## src/rtl/riscv_pkg.sv

```systemverilog
// riscv_pkg: constants and types shared by the fetch stage and its queue.
//   XLEN          - architectural register / address width
//   NOP_INSTR     - canonical NOP (addi x0, x0, 0) used for pipeline bubbles
//   fetch_entry_t - one fetch-queue slot: request PC, returned word, filled flag
package riscv_pkg;

    localparam int          XLEN      = 32;
    localparam logic [31:0] NOP_INSTR = 32'h0000_0013;

    typedef struct packed {
        logic [XLEN-1:0] pc;
        logic [XLEN-1:0] data;
        logic            filled;
    } fetch_entry_t;

endpackage

```

## src/rtl/fetch_queue.sv

```systemverilog
// fetch_queue: in-order circular buffer of outstanding and returned fetches.
//   clk            - rising-edge clock
//   clear          - synchronous flush of every entry (reset / redirect)
//   alloc_en       - allocate a tail entry for an accepted request
//   alloc_pc       - PC stored in the new entry
//   fill_en        - a kept response is returned this cycle
//   fill_data      - instruction word written into the oldest unfilled entry
//   pop_en         - release the head entry
//   alloc_count    - entries allocated (in flight + filled)
//   unfilled_count - entries still waiting for their response
//   head           - oldest entry; meaningful only when alloc_count != 0
module fetch_queue
    import riscv_pkg::*;
#(
    parameter int DEPTH = 2
) (
    input  logic                     clk,
    input  logic                     clear,
    input  logic                     alloc_en,
    input  logic [XLEN-1:0]          alloc_pc,
    input  logic                     fill_en,
    input  logic [XLEN-1:0]          fill_data,
    input  logic                     pop_en,
    output logic [$clog2(DEPTH):0]   alloc_count,
    output logic [$clog2(DEPTH):0]   unfilled_count,
    output fetch_entry_t             head
);

    localparam int PW = $clog2(DEPTH);
    localparam int CW = PW + 1;

    fetch_entry_t entries [DEPTH];
    logic [PW-1:0] alloc_ptr;
    logic [PW-1:0] fill_ptr;
    logic [PW-1:0] pop_ptr;

    // Guard each action against its own occupancy so a stray response or a
    // pop on an empty queue cannot corrupt the pointers.
    logic do_alloc;
    logic do_fill;
    logic do_pop;

    assign do_alloc = alloc_en && (alloc_count != CW'(DEPTH));
    assign do_fill  = fill_en  && (unfilled_count != '0);
    assign do_pop   = pop_en   && (alloc_count != '0);

    assign head = entries[pop_ptr];

    always_ff @(posedge clk) begin
        if (clear) begin
            alloc_ptr      <= '0;
            fill_ptr       <= '0;
            pop_ptr        <= '0;
            alloc_count    <= '0;
            unfilled_count <= '0;
        end else begin
            if (do_alloc) begin
                entries[alloc_ptr] <= '{pc: alloc_pc, data: '0, filled: 1'b0};
                alloc_ptr          <= alloc_ptr + 1'b1;
            end
            // Responses come back in order, so the oldest unfilled entry is
            // always the one at fill_ptr. It can coincide with a pop of the
            // same slot (bypass); the slot is then simply released.
            if (do_fill) begin
                entries[fill_ptr].data   <= fill_data;
                entries[fill_ptr].filled <= 1'b1;
                fill_ptr                 <= fill_ptr + 1'b1;
            end
            if (do_pop) begin
                pop_ptr <= pop_ptr + 1'b1;
            end
            alloc_count    <= alloc_count + CW'(do_alloc) - CW'(do_pop);
            unfilled_count <= unfilled_count + CW'(do_alloc) - CW'(do_fill);
        end
    end

endmodule

```

## src/rtl/if_stage.sv

```systemverilog
// if_stage: instruction fetch plus IF/ID pipeline register.
//   clk, reset        - rising-edge clock, synchronous active-high reset
//   imem_req_*        - fetch request handshake (valid/ready, word address)
//   imem_resp_*       - in-order response (valid, instruction word)
//   stall_f           - hazard unit: hold IF/ID and keep the queue head
//   redirect_valid/pc - taken branch/jump from execute; flushes fetch
//   instruction, pc, pc_plus_4, instr_valid - IF/ID outputs (bubble = NOP/0/0/0)
module if_stage
    import riscv_pkg::*;
#(
    parameter logic [31:0] RESET_PC    = 32'h0000_0000,
    parameter int          QUEUE_DEPTH = 2
) (
    input  logic            clk,
    input  logic            reset,
    output logic            imem_req_valid,
    input  logic            imem_req_ready,
    output logic [XLEN-1:0] imem_req_addr,
    input  logic            imem_resp_valid,
    input  logic [XLEN-1:0] imem_resp_data,
    input  logic            stall_f,
    input  logic            redirect_valid,
    input  logic [XLEN-1:0] redirect_pc,
    output logic [XLEN-1:0] instruction,
    output logic [XLEN-1:0] pc,
    output logic [XLEN-1:0] pc_plus_4,
    output logic            instr_valid
);

    localparam int CW = $clog2(QUEUE_DEPTH) + 1;

    logic [XLEN-1:0] fetch_pc;
    logic [CW-1:0]   drop_count;
    logic [CW-1:0]   alloc_count;
    logic [CW-1:0]   unfilled_count;
    fetch_entry_t    head;

    logic            req_fire;
    logic            resp_live;
    logic            head_ready;
    logic [XLEN-1:0] head_data;
    logic            q_clear;
    logic            pop_en;

    // Target is always word aligned; the low bits carry no information.
    logic unused_redirect_lsbs;
    assign unused_redirect_lsbs = ^redirect_pc[1:0];

    assign imem_req_valid = !reset && !redirect_valid && (alloc_count < CW'(QUEUE_DEPTH));
    assign imem_req_addr  = fetch_pc;
    assign req_fire       = imem_req_valid && imem_req_ready;

    // A response belongs to the live stream only when no stale responses
    // are still owed and some entry is waiting for it; anything else is
    // dropped (stale) or ignored (protocol error).
    assign resp_live  = imem_resp_valid && (drop_count == '0) && (unfilled_count != '0);

    // If the head is unfilled, an in-order live response is the head's data.
    assign head_ready = (alloc_count != '0) && (head.filled || resp_live);
    assign head_data  = head.filled ? head.data : imem_resp_data;

    assign q_clear = reset || redirect_valid;
    assign pop_en  = head_ready && !stall_f && !q_clear;

    fetch_queue #(.DEPTH(QUEUE_DEPTH)) u_queue (
        .clk            (clk),
        .clear          (q_clear),
        .alloc_en       (req_fire),
        .alloc_pc       (fetch_pc),
        .fill_en        (resp_live),
        .fill_data      (imem_resp_data),
        .pop_en         (pop_en),
        .alloc_count    (alloc_count),
        .unfilled_count (unfilled_count),
        .head           (head)
    );

    // Fetch PC and stale-response accounting. On redirect every unfilled
    // entry still has a response in flight; one that lands in the redirect
    // cycle is discarded right away and so is not counted. Execute cannot
    // redirect again before the stale responses have drained, so the
    // outstanding drop_count is not carried across a second redirect.
    always_ff @(posedge clk) begin
        if (reset) begin
            fetch_pc   <= RESET_PC;
            drop_count <= '0;
        end else if (redirect_valid) begin
            fetch_pc   <= {redirect_pc[XLEN-1:2], 2'b00};
            drop_count <= unfilled_count - CW'(resp_live);
        end else begin
            if (req_fire) begin
                fetch_pc <= fetch_pc + 32'd4;
            end
            if (imem_resp_valid && (drop_count != '0)) begin
                drop_count <= drop_count - 1'b1;
            end
        end
    end

    // IF/ID register: flush beats stall, stall beats advance.
    always_ff @(posedge clk) begin
        if (reset || redirect_valid) begin
            instruction <= NOP_INSTR;
            pc          <= '0;
            pc_plus_4   <= '0;
            instr_valid <= 1'b0;
        end else if (stall_f) begin
            instruction <= instruction;
            pc          <= pc;
            pc_plus_4   <= pc_plus_4;
            instr_valid <= instr_valid;
        end else if (head_ready) begin
            instruction <= head_data;
            pc          <= head.pc;
            pc_plus_4   <= head.pc + 32'd4;
            instr_valid <= 1'b1;
        end else begin
            instruction <= NOP_INSTR;
            pc          <= '0;
            pc_plus_4   <= '0;
            instr_valid <= 1'b0;
        end
    end

endmodule
```

## config.mk

```make
export PLATFORM = sky130hd
export DESIGN_NAME = if_stage
export DESIGN_NICKNAME = d
export VERILOG_FILES = /design/src/rtl/riscv_pkg.sv /design/src/rtl/fetch_queue.sv /design/src/rtl/if_stage.sv
export SDC_FILE = /design/constraint.sdc
export NUM_CORES = 1
export LEC_CHECK = 0
export ABC_AREA = 1
export CAP_MARGIN = 10
export CORE_MARGIN = 2
export CORE_UTILIZATION = 40
export CTS_BUF_LIST = sky130_fd_sc_hd__clkbuf_4 sky130_fd_sc_hd__clkbuf_8
export DETAILED_ROUTE_END_ITERATION = 10
export GPL_ROUTABILITY_DRIVEN = 0
export SYNTH_ARGS = -nofsm -noshare
export SYNTH_HDL_FRONTEND = slang
export SYNTH_SLANG_ARGS = --single-unit
```

## constraint.sdc

```tcl
create_clock -name clk -period 4.88 [get_ports clk]
set_input_delay 0.976 -clock clk [delete_from_list [all_inputs] [get_ports clk]]
set_output_delay 0.976 -clock clk [all_outputs]
set_load 0.01 [all_outputs]
```

Word-level counts from Yosys, hierarchy flattened
Memories as Yosys holds them, arrays and structs flattened. A register that Yosys moved wholly into a read port is not among the register bits.
Index checks and enable logic that the tools add are counted.
{"block": "word_totals", "ff_bits": 138, "ramBits": 130, "inputBits": 70, "output_inout_bits": 130, "memories": 1}
{"memory": "u_queue.entries", "depth": 2, "word_bits": 65, "rd": 1, "rd_clocked_by_memory_dff": 1, "wr": 2, "line_no": "fetch_queue.sv:32", "text": "fetch_entry_t entries [DEPTH];"}
{"block": "op_classes", "addsub": 11, "magnitude_cmp": 1, "eq_ne": 1, "n_mux": 17, "n_reduce_logical": 25}
{"cell": "32-bit 2-to-1 mux", "n": 6}
{"cell": "32-bit by 3-bit adder with 32-bit output, second input constant", "n": 2}
{"cell": "1-bit logical AND", "n": 12}
{"cell": "2-bit nonzero test", "n": 5}
{"cell": "1-bit 2-to-1 mux", "n": 9}
{"cell": "2-bit by 1-bit subtractor with 2-bit output", "n": 3}
{"cell": "2-bit by 1-bit adder with 2-bit output", "n": 2}
{"cell": "1-bit logical NOT", "n": 4}
{"cell": "2-bit 2-to-1 mux", "n": 2}
{"cell": "1-bit adder, second input constant", "n": 3}
{"cell": "2-bit logical NOT", "n": 1}
{"cell": "1-bit logical OR", "n": 2}
{"cell": "2-bit less-than comparator, second input constant", "n": 1}
{"cell": "2-bit inequality test, second input constant", "n": 1}
{"cell": "2-bit OR reduction", "n": 1}
{"cell": "2-bit by 1-bit subtractor with 2-bit output, second input constant", "n": 1}

Longest topological paths before layout
Gate-level depths: netlist (run 1).
{"block": "depth", "word_depth": 10, "depth_mapped": 14, "mapped_depth_nobuf": 12}

Modules after synthesis
A second synthesis (run 1) with hierarchy kept.
{"block": "hier_totals", "hier_cells": 1315, "area_unflattened_um2": 12101.6}
{"module": "if_stage", "instances": 1, "cells_each": 945, "area_each_um2": 6480.0, "seq_area_each_um2": 2542.4}
{"module": "fetch_queue", "instances": 1, "cells_each": 370, "area_each_um2": 5621.6, "seq_area_each_um2": 4043.9}

Worst setup path before layout (run 1)
OpenSTA, ideal clock, no wires.
{"block": "synth_timing", "path_kind": "input port to flip-flop", "startpoint": "input port redirect_valid", "endpoint": "memory u_queue.entries[0][10] (netlist bit), enable pin", "arrival_ns": 4.115, "required_time_ns": 4.414, "path_slack_ns": 0.299, "cell_stages": 7, "n_path_buf": 2, "cell_sequence": "buf_2 nor2_4 inv_2 nor2_4 nand2_2 clkbuf_1 o21ai_0"}
{"item": "from (decl)", "line_no": "if_stage.sv:22", "text": "input logic redirect_valid,"}
{"item": "to (decl)", "line_no": "fetch_queue.sv:32"}

Final worst setup path (run 1)
{"block": "layout_timing", "startpoint": "input port reset", "endpoint": "output port imem_req_valid"}
{"block": "layout_via", "elab_chain_cells": 3}
{"item": "from (decl)", "line_no": "if_stage.sv:15", "text": "input logic reset,"}
{"item": "1-bit logical NOT", "line_no": "if_stage.sv:49", "text": "assign imem_req_valid = !reset && !redirect_valid && (alloc_count < CW'(QUEUE_DEPTH));"}
{"item": "1-bit logical AND (2 in series)", "line_no": "if_stage.sv:49"}
{"item": "to (decl)", "line_no": "if_stage.sv:16", "text": "output logic imem_req_valid,"}
Every way passes these cells.

==> results of run 1 <==
[Yosys cell counts, types with 2 or more instances]
cell type,instances,area share (%)
nor2_2,13,0.69
clkbuf_2,3,0.13
inv_1,137,4.3
a21oi_1,31,1.3
nand2_4,4,0.38
ha_1,8,0.85
o21ai_2,6,0.44
buf_6,6,0.57
o21ai_0,169,7.2
buf_4,9,0.57
or2_2,5,0.26
o211ai_1,5,0.32
nand3_1,60,2.5
nand2_1,330,10
o21ai_1,10,0.42
buf_12,2,0.34
nor2_1,203,6.4
nor2_4,11,1.0
clkbuf_1,30,0.95
o31ai_1,2,0.13
nand2_2,26,1.4
a22o_1,4,0.30
nand4_1,8,0.42
xnor2_1,2,0.15
dfxtp_1,135,23
nor3_1,10,0.42
buf_2,13,0.55
inv_2,7,0.22
xor2_1,15,1.1
edfxtp_1,124,31
a31oi_1,14,0.74
[stage by stage]
stage / area, sq um / instances / util (%)
floorplan: 11800 / 1421 / -
global placement: 14000 / 1946 / 48.4
detailed placement: 14000 / 1946 / 48.4
CTS: 15000 / 2027 / 51.7
global route: 15000 / 2027 / 51.7
finish: 15000 / 2027 / 51.7
[state kept, by name, indices dropped and copies added, names as in the netlist, named ones only]
register                flops
u_queue.pop_ptr             1
pc_plus_4                  30
u_queue.alloc_count         2
pc                         30
u_queue.entries           126
instruction                32
drop_count                  2
u_queue.unfilled_count      2
u_queue.alloc_ptr           1
instr_valid                 1
u_queue.fill_ptr            1
imem_req_addr              30
[routing by layer]
| metal | vias to the layer above | wire [um] | global-route usage (%) |
|---|---|---|---|
| li1 | 4990 | - | - |
| met1 | 4504 | 14500 | 27.2 |
| met2 | 264 | 13700 | 31.3 |
| met3 | 56 | 1590 | 3.42 |
| met4 | 0 | 646 | 5.58 |
| met5 | - | 0 | 0 |
[worst max-delay path, cell delays in order]
cell and delay (ns):
clkdlybuf4s50_1 0.46, nor2_4 0.29, inv_2 0.15, nor2_4 0.13, clkdlybuf4s50_1 0.56
[final timing paths]
kind,start,endpoint,slack (ns)
min reg2reg,pc_plus_4[7],pc_plus_4[7],0.45
max,reset,imem_req_valid,1.34
max reg2reg,flip-flop,pc_plus_4[11],1.64
min,pc_plus_4[7],pc_plus_4[7],0.45
[cells by family after synthesis]
family / count (synthesis) / share of synthesized area (%)
AOI/OAI and AO/OA: 246 / 11.2
xor gates and xnor gates: 17 / 1.26
adders and majority gates: 8 / 0.846
buffers and inverters: 208 / 7.71
DFF: 259 / 54.3
other: 1 / 0.0317
and+or+nand+nor: 677 / 24.6
[layout by cell type, fill, tap and decap left out, types with 10 or more instances in the layout]
master / n
clkbuf_8: 49
nor2_4: 11
nor2_2: 15
a21oi_1: 31
clkbuf_4: 19
a31oi_1: 14
dfxtp_1: 134
nor2_1: 201
clkdlybuf4s50_1: 191
nor3_1: 10
nand3_1: 60
nand2_2: 26
inv_1: 137
buf_4: 13
xor2_1: 15
edfxtp_1: 124
nand2_1: 330
o21ai_1: 10
o21ai_0: 167
[power breakdown]
group          switching, uW  leakage (uW)  internal, uW  total, uW
Combinational            160       0.00314           125        286
Clock                    872      0.000520          1230       2110
Sequential              43.3       0.00229          2310       2350
Total                   1080       0.00595          3670       4740
[area by class of cell]
type / count / area, sq um / area share [%]
sequential: 259 / 6430 / 42.9
clock inverter: 13 / 153 / 1.02
tap: 384 / 480 / 3.21
timing repair buffer: 204 / 2010 / 13.4
multi-input combinational: 954 / 4540 / 30.3
inverter: 145 / 544 / 3.64
clock buffer: 68 / 817 / 5.46
==> metrics.yaml, run 1 <==
outcome:
  outcome: "complete, no violations"
floorplanning:
  start_util_pct: 40.9
  io_pins: 200
  core_area_sq_um: 28900
  dieArea_sq_um: 31000
  fp.dieW_um: 176
  placementRows: 62
  die_y_um: 176
grt:
  grt_pass1_wl_um: 47900
  grt_max_degree: 65
  antenna_found_initial: 0
  gr-usage-all-layers_pct: 19.5
  grt_overflow: 0
  grt_pass1_vias: 9245
timing:
  fin_setup_tns_ns: 0
  timing.fmax_mhz: 282
  setup_viol: 0
  fin_skew_ns: 0.0175
  fin_crit_sh_pct: 72.5
  rsz0062_at_grt: "no"
  holdWs_ns: 0.453
  tightest_slew_ns: 1.16
  min_period_ns: 3.54
  maxSlewHeadroom_pct: 22.6
  final_max_slew_viol_count: 0
  layout_setup_ws_ns: 1.34
  final-hold-violation-count: 0
power:
  ir_drop_v: 0.000157
  p_leak_uw: 0.00595
  power.density_nw_per_um2: 317
  finalPower_uw: 4740
final_layout:
  nets: 1686
  n_antenna_cell: 0
  drive_above_1_share_pct: 10.7
  nFillCells: 2763
  syn2layout_area_growth_pct: 26.5
route:
  wire_per_inst_um: 15.0
  drtIter0Drc: 622
  vias: 9814
  drc: 0
  ant_nets: 0
  routed_via_density: 4.84
  drtPass1Iterations: 5
  wl_um: 30400
critical_path:
  crit_required_ns: 3.90
  critical_path_class: "in2out"
  rr_worst_depth: 11
  critPathLaunchType: "input port"
  crit_fanout: 10
  end_kind: "primary output"
  critical_path_arrival_ns: 2.56
clocking:
  clock_insertion_delay_worst_skew_ns: 0.56
  cts_tree: "yes"
  clockBufferDepth: 3
  ctsHoldBuffers: 0
  root_buffer: "clkbuf_8"
  post_cts_buffers: 0
  clk_pin_slew_worst_paths_ns: 0.06
  clock-sinks: 259
  h-tree-depth: 2
  cts_buffers: 44
  ctsResizeCount: 0
logic_synthesis:
  syn_area_per_cell_sq_um: 8.35
  synth_area_sq_um: 11800
  ys_seq_elements: 259
  ys_types: 45
  ys_warn_count: 0
  synth_edf_count: 124
  ys_seq_area_share_pct: 54.3
  async_reset_ff_share_pct: 0
  synth_flop_cell: "dfxtp_1"
  syn_inst: 1416
worst_hold_path:
  hp-class: "reg2reg"
  holdPathStages: 2
placed_design:
  dp_worst_setup_slack_ns: 1.17
  portBuffers: 191
  hpwl_um: 21100
run:
  maxCapViolCount: 0
Note: power is estimated with default switching activity, not from simulation.
==> run 2: changes to the inputs <==
Settings changed: PLACE_DENSITY from default to 0.65.
Clock period 4.88 ns to 2.9 ns, I/O delays scaled along.
==> metrics.yaml, run 2 (synthesis results as in run 1) <==
route:
  vias: 9903  # +0.91%
  wire_per_inst_um: 15.2  # +1.5%
  drc: 0  # unchanged
  drtIter0Drc: 810  # +30%
  ant_nets: 0  # unchanged
  drtPass1Iterations: 5  # unchanged
  routed_via_density: 4.87  # +0.56%
  wl_um: 31000  # +1.8%
final_layout:
  final_common_cell: "nand2_1"
  layout_common_cells: "nand2_1, nor2_1, clkdlybuf4s50_1, o21ai_0, inv_1"
  syn2layout_area_growth_pct: 26.7
  n_antenna_cell: 0  # unchanged
  drive_above_1_share_pct: 10.4  # -0.29 points
  largest_register_ffs: 126  # unchanged
  regMostFlops: "u_queue.entries"
  nets: 1694  # +0.47%
  final_area_sq_um: 15000  # +0.15%
  reg.largest.list: "u_queue.entries (126), instruction (32)"
grt:
  top_usage_layer: "met2"
  antenna_found_initial: 0  # unchanged
  gr-usage-all-layers_pct: 20.1  # +0.58 points
  use_met1_pct: 28.1  # +0.84 points
  grt_overflow: 0  # unchanged
  grt_pass1_vias: 9545  # +3.2%
  grt_use_met2_pct: 32.0  # +0.79 points
  grt_pass1_wl_um: 49500  # +3.4%
  met3_usage_pct: 3.40  # -0.022 points
  grt_max_degree: 66  # +1.5%
timing:
  holdWs_ns: 0.450  # -0.00309 ns
  setup_viol: 0  # unchanged
  final_max_slew_viol_count: 0  # unchanged
  fin_skew_ns: 0.0316  # +0.0141 ns
  min_period_ns: 2.52
  final-hold-violation-count: 0  # unchanged
  tightest_slew_ns: 0.668  # -0.489 ns
  fin_crit_sh_pct: 86.8
  timing.fmax_mhz: 397
  fin_setup_tns_ns: 0  # unchanged
  rsz0062_at_grt: "no"
  maxSlewHeadroom_pct: 55.0  # +32 points
critical_path:
  rr_worst_depth: 12  # +1
  critical_path_arrival_ns: 1.94  # -0.62 ns
  reg2reg_to: "pc_plus_4[24]"
  crit_fanout: 7  # -3
  crit_required_ns: 2.32  # -1.58 ns
  critical_path_class: "in2out"
  r2r_slack_ns: 0.58  # -1.06 ns
  end_kind: "primary output"
  critPathLaunchType: "input port"
worst_hold_path:
  min_to: "pc_plus_4[11]"
  min_from: "pc_plus_4[11]"
  holdPathStages: 2  # unchanged
  hp-class: "reg2reg"
placed_design:
  portBuffers: 191  # unchanged
  dpl-instance-area_sq_um: 14100  # +1.0%
  hpwl_um: 21600  # +2.4%
clocking:
  h-tree-depth: 2  # unchanged
  clock-sinks: 259  # unchanged
  clock_insertion_delay_worst_skew_ns: 0.56  # about the same
  ctsResizeCount: 0  # unchanged
  ctsHoldBuffers: 0  # unchanged
  cts_tree: "yes"
  root_buffer: "clkbuf_8"
  clockBufferDepth: 3  # unchanged
  cts_buffers: 43  # -2.3%
  post_cts_buffers: 0  # unchanged
  clk_pin_slew_worst_paths_ns: 0.06  # about the same
floorplanning:
  start_util_pct: 40.9  # unchanged
  io_pins: 200  # unchanged
  die_y_um: 176  # unchanged
  dieArea_sq_um: 31000  # unchanged
  core_area_sq_um: 28900  # unchanged
  placementRows: 62  # unchanged
  fp.dieW_um: 176  # unchanged
power:
  p_leak_uw: 0.00593  # -0.21%
  finalPower_uw: 7620  # +61%
  comb_power_share_pct: 6.5  # +0.5 points
  p_seq_share_pct: 52.0  # +2.4 points
  switching_share_pct: 23.9  # +1.2 points
  clkPwrFrac_pct: 41.6  # -2.8 points
  power.internal_uw: 5800  # +58%
  switchingPower_uw: 1820  # +69%
  power.density_nw_per_um2: 508  # +60%
  ir_drop_v: 0.000328  # +110%
run:
  maxCapViolCount: 0  # unchanged
outcome:
  outcome: "complete, no violations"
==> run 2: how the worst max path moves through the flow <==
stage / from / to / slack, ns / cells past startpoint
finish: reset / imem_req_valid / 0.38 / 5
global route: reset / imem_req_valid / 0.33 / 5
global placement: reset / imem_req_addr[9] / 0.29 / 11
CTS: reset / imem_req_valid / 0.37 / 5
detailed placement: reset / imem_req_addr[9] / 0.24 / 11
floorplan: redirect_valid / u_queue.entries[1][10] / -0.42 / 7
==> run 2: area by class of cell <==
class,count,area [sq um]
inverter,145,544
clock inverter,24,143
multi-input combinational,954,4540
tap,384,480
clock buffer,55,707
sequential,259,6430
fill,2757,13900
timing repair buffer,213,2150
==> run 2: through the flow <==
step / utilization [%] / cells / setup WS (ns)
detailed placement: 48.9 / 1955 / 0.243
floorplan: - / 1421 / -0.424
CTS: 51.8 / 2034 / 0.374
global route: 51.8 / 2034 / 0.327
global placement: 48.9 / 1955 / 0.285
finish: 51.8 / 2034 / 0.381
==> run 2: layer usage <==
layer	wire length (um)	up-vias
met5	0	-
met4	685	0
met3	1980	53
met2	14000	302
met1	14400	4542
li1	-	5006
==> run 2: critical path, cell delays in order <==
cell	delay, ns
clkdlybuf4s50_1	0.46
nor2_4	0.14
inv_2	0.10
nor2_4	0.11
clkdlybuf4s50_1	0.54
==> run 2: power by group through the flow <==
stage	combinational (uW)	clock (uW)	sequential (uW)
after global placement	485	0	4030
after global routing	548	3420	3970
final	492	3170	3960
after floorplan	252	0	4020
after detailed placement	492	0	4040
after CTS	494	3240	3960
